===== src/rtl/multimode_ring_counter.sv =====
// Purpose      : parametrised ring/Johnson shift-register counter with direction, enable, load, terminal count.
// Latency      : q and tc update one cycle after clear/load/en; illegal is combinational on q and mode.
// Backpressure : none; en is the only throttle, one shift per enabled cycle.
//
// Ports:
//   clk       rising-edge clock
//   clear     synchronous active-high reset; q <- home state of the mode sampled that cycle, tc <- 0
//   en        count enable, one shift per cycle
//   load      parallel load of load_val (no legality check); beats en, loses to clear
//   load_val  value loaded on load
//   mode      0 = ring (home 10..0), 1 = Johnson (home 00..0); sampled every cycle
//   dir       0 = shift toward bit 0, 1 = shift toward bit N-1
//   q         registered counter state
//   tc        registered one-cycle pulse when a step lands on the home state
//   illegal   combinational: q is not a legal state for the current mode
//
// Build option: RING_SELF_CORRECT_EN -- when defined, a step taken from an illegal
// state loads the home state instead of the shifted value. When undefined, illegal
// states shift like any other and are only reported.
module multimode_ring_counter #(
   parameter int N = 4
) (
   input  logic         clk,
   input  logic         clear,
   input  logic         en,
   input  logic         load,
   input  logic [N-1:0] load_val,
   input  logic         mode,
   input  logic         dir,
   output logic [N-1:0] q,
   output logic         tc,
   output logic         illegal
);

   logic [N-1:0] q_q, q_d;
   logic         tc_q, tc_d;

   logic [N-1:0] home;
   logic [N-1:0] shifted;
   logic [N-1:0] step_val;
   logic [N-2:0] edges;
   logic         fb;
   logic         ring_bad;
   logic         johnson_bad;

   always_comb begin
      home = mode ? '0 : {1'b1, {(N-1){1'b0}}};
   end

   // Ring legality is "exactly one bit set": nonzero and clearing the lowest set bit leaves zero.
   // Johnson legality is "at most one adjacent-bit transition": the edge vector is zero or one-hot.
   always_comb begin
      edges       = q_q[N-2:0] ^ q_q[N-1:1];
      ring_bad    = (q_q == '0) || ((q_q & (q_q - N'(1))) != '0);
      johnson_bad = (edges & (edges - (N-1)'(1))) != '0;
      illegal     = mode ? johnson_bad : ring_bad;
   end

   // Feedback bit is the bit falling off the end, inverted in Johnson mode.
   always_comb begin
      fb      = 1'b0;
      shifted = q_q;
      if (!dir) begin
         fb      = mode ? ~q_q[0] : q_q[0];
         shifted = {fb, q_q[N-1:1]};
      end else begin
         fb      = mode ? ~q_q[N-1] : q_q[N-1];
         shifted = {q_q[N-2:0], fb};
      end
   end

   always_comb begin
`ifdef RING_SELF_CORRECT_EN
      step_val = illegal ? home : shifted;
`else
      step_val = shifted;
`endif
   end

   // clear is handled in the flop block; load beats en, and only a step can raise tc.
   always_comb begin
      q_d  = q_q;
      tc_d = 1'b0;
      if (load) begin
         q_d = load_val;
      end else if (en) begin
         q_d  = step_val;
         tc_d = (step_val == home);
      end
   end

   always_ff @(posedge clk) begin
      if (clear) begin
         q_q  <= home;
         tc_q <= 1'b0;
      end else begin
         q_q  <= q_d;
         tc_q <= tc_d;
      end
   end

   assign q  = q_q;
   assign tc = tc_q;

endmodule


===== config.mk =====
export PLATFORM = sky130hd
export DESIGN_NAME = multimode_ring_counter
export DESIGN_NICKNAME = d
export VERILOG_FILES = /design/src/rtl/multimode_ring_counter.sv
export SDC_FILE = /design/constraint.sdc
export NUM_CORES = 1
export LEC_CHECK = 0
export BUFFER_PORTS_ARGS = -buffer_cell sky130_fd_sc_hd__clkbuf_2
export CAP_MARGIN = 20
export CELL_PAD_IN_SITES_DETAIL_PLACEMENT = 0
export CELL_PAD_IN_SITES_GLOBAL_PLACEMENT = 1
export CORE_AREA = 2 2 43 45
export CTS_CLUSTER_DIAMETER = 30
export CTS_CLUSTER_SIZE = 28
export DETAILED_ROUTE_END_ITERATION = 8
export DIE_AREA = 0 0 45 47
export HOLD_SLACK_MARGIN = 0.05
export PLACE_DENSITY_LB_ADDON = 0.1
export SYNTH_ARGS = -nofsm -noshare
export SYNTH_HDL_FRONTEND = slang
export SYNTH_SLANG_ARGS = --single-unit

===== constraint.sdc =====
create_clock -name clk -period 1.29 [get_ports clk]
set_input_delay 0.258 -clock clk [delete_from_list [all_inputs] [get_ports clk]]
set_output_delay 0.258 -clock clk [all_outputs]
set_load 0.02 [all_outputs]

==> impl_metrics.py <==
metrics = {
    "outcome": {
        "violations": "negative setup slack",
        "status": "finished with violations",
    },
    "cts": {
        "cts_hold_buf": 0,
        "clockBufferDepth": 2,
        "cts_buffers": 3,
        "clock_latency_ns": 0.24,
        "cts-root-buf": "clkbuf_4",
        "h-tree-depth": 1,
        "tritoncts": "yes",
        "clk_pin_slew_ns": 0.04,
        "cts_num_sinks": 5,
    },
    "setup_path": {
        "cp-end-kind": "output port",
        "crit_required_ns": 1.03,
        "r2r_end": "q[3]",
        "cp-startpoint": "q[1]",
        "reg2reg_slack_ns": -0.15,
        "critPathArrivalTime_ns": 1.51,
        "criticalPathCategory": "reg -> out",
        "r2r_cells": 4,
        "startpoint_type": "register",
        "cp_max_fo": 4,
        "rr_startpoint": "q[0]",
    },
    "sta": {
        "setup_viol": 6,
        "hold_viol_final": 0,
        "finClkSkew_ns": 0.00368,
        "fin_ws_ns": -0.478,
        "fin_crit_ns": 1.77,
        "tightest_slew_ns": 0.201,
        "max_freq_ghz": 0.565,
        "drv_slew": 0,
        "period_share_pct": 137,
        "rsz0062_at_grt": "true",
        "max_slew_margin_pct": 86.5,
    },
    "floorplan": {
        "start_util_pct": 28.6,
        "die_h_um": 47,
        "core_area_mm2": 0.00165,
        "num_io_pins": 16,
        "rows": 15,
        "die_area_mm2": 0.00212,
        "die_w_um": 45,
    },
    "synth": {
        "syn-num-nets": 67,
        "yosys_warnings": 0,
        "netlist_area_um2": 473,
        "syn_inst": 52,
        "synth_cell_types": 25,
        "ys_ff_latch": 5,
        "avgSynthCellArea_um2": 9.10,
        "yosysSeqAreaShare_pct": 29.6,
    },
    "routing": {
        "dr.pass1.iters": 3,
        "route.detailed.drc": 0,
        "drtIter0Drc": 3,
        "drt_wl_total_mm": 1.25,
        "wl_met1_um": 545,
        "vias_per_cell": 4.75,
        "drtAntennaViolNets": 0,
        "avgRoutedWirePerCell_um": 12.4,
        "vias": 480,
        "dr_wl_met2_um": 661,
        "top_layer_used": "met3",
        "dr_wl_met3_um": 41,
    },
    "grt": {
        "grtUsageTotal_pct": 12.8,
        "grt_pass1_vias": 447,
        "grt_max_degree": 8,
        "antenna_found_initial": 0,
        "grt_pass1_wl_mm": 1.95,
        "overflow": 0,
    },
    "placed_design": {
        "place_inst": 94,
        "dp_slack_ns": -0.213,
        "place.gp.congestion": 0.702,
        "dpl.hpwl_um": 960,
        "numPortBuffers": 15,
    },
    "final_layout": {
        "syn_to_final_growth_pct": 52.6,
        "layout.nets": 100,
        "mostFrequentLayoutCells": "14 x clkbuf_2, 14 x buf_4, 7 x nor2_1",
        "finalNonFillerCells": 101,
        "antenna_cells": 0,
        "drive_above_1_share_pct": 53.6,
    },
    "min_path": {
        "hold_path_depth": 3,
        "hp-start": "en",
        "min_to": "tc",
        "hp-class": "in -> reg",
    },
    "flow_run": {
        "max_cap_viol_count": 0,
    },
    "power_and_ir_drop": {
        "power_density_mw_per_mm2": 944,
        "p_leak_nw": 0.347,
        "peakVddDrop_uv": 402,
    },
}
[power by group]
part,total (mW),internal [mW],switching (mW)
combinational,0.305,0.159,0.146
clock,0.173,0.116,0.0566
sequential,0.203,0.192,0.0116
[layer usage]
layer | GRT usage (%) | vias to the layer above
met3 | 1.15 | 0
met4 | 3.53 | 0
met2 | 24.3 | 9
met5 | 0 | -
li1 | - | 251
met1 | 15.5 | 220
[worst max-delay path: stages, from the launching register on]
cell and delay (ns):
edfxtp_1 0.42, inv_2 0.11, ha_2 0.29, a21oi_2 0.13, o21ai_1 0.07, o41a_1 0.13, buf_6 0.14
[cells in the mapped netlist]
cell | number | share of area (%)
a211oi_2 | 1 | 2.6
nand3_1 | 1 | 1.1
nand2b_1 | 1 | 1.3
a211o_1 | 1 | 1.9
nor2_1 | 7 | 5.6
ha_1 | 5 | 13
a31oi_1 | 1 | 1.3
mux2_2 | 1 | 2.4
nand2_1 | 4 | 3.2
edfxtp_1 | 4 | 25
buf_6 | 2 | 4.8
a21oi_1 | 4 | 4.2
o311a_1 | 1 | 2.1
o21ai_0 | 2 | 2.1
mux2_1 | 1 | 2.4
nor3_2 | 1 | 2.1
buf_2 | 1 | 1.1
or3_1 | 2 | 2.6
xnor2_1 | 1 | 1.9
mux2i_1 | 2 | 4.2
nand4b_1 | 1 | 1.9
o41a_1 | 1 | 2.4
dfxtp_1 | 1 | 4.2
inv_1 | 5 | 4.0
a221o_1 | 1 | 2.1
[registers in the layout, summed over array words and instances, names as in the netlist]
signal  flops
tc          1
q           4
[logic make-up after synthesis]
family          count (synthesis)  synth area share, %
buf+inv                         8                 9.79
xor+xnor                        1                 1.85
compound gates                 12                 18.8
fa+ha+maj                       5                 13.2
mux                             4                 8.99
flops                           5                 29.6
simple gates                   17                 17.7
[cell type report]
type / instances / area (um^2)
Inverter: 5 / 18.8
Fill cell: 192 / 930
Sequential cell: 5 / 140
Clock buffer: 4 / 26.3
Multi-Input combinational cell: 39 / 307
Timing Repair Buffer: 31 / 209
Tap cell: 17 / 21.3
[how the worst max path moves through the flow]
stage               endpoint  slack, ns  cells past startpoint
floorplan            illegal      -0.31                      5
global placement     illegal      -0.22                      6
detailed placement   illegal      -0.21                      6
CTS                  illegal      -0.47                      6
global route         illegal      -0.56                      6
finish               illegal      -0.48                      6
[timing repair]
item                       4_1_cts  5_1_grt
setup buffers                    0        5
setup endpoints to repair        5        6
pin swaps                        0        2
gates cloned                     0        0
resized for setup                1        9
[through the flow]
step	total power, mW	hold slack, ns	area, um^2	utilization (%)	TNS [ns]
2_1_floorplan	0.359	0.424	475	-	-0.396
3_3_place_gp	0.468	0.551	642	38.9	-0.391
3_5_place_dp	0.466	0.551	642	38.9	-0.382
4_1_cts	0.645	0.303	672	40.7	-0.647
5_1_grt	0.736	0.335	722	43.7	-1.24
6_report	0.681	0.309	722	43.7	-0.765
(Power assumes the default switching activity.)
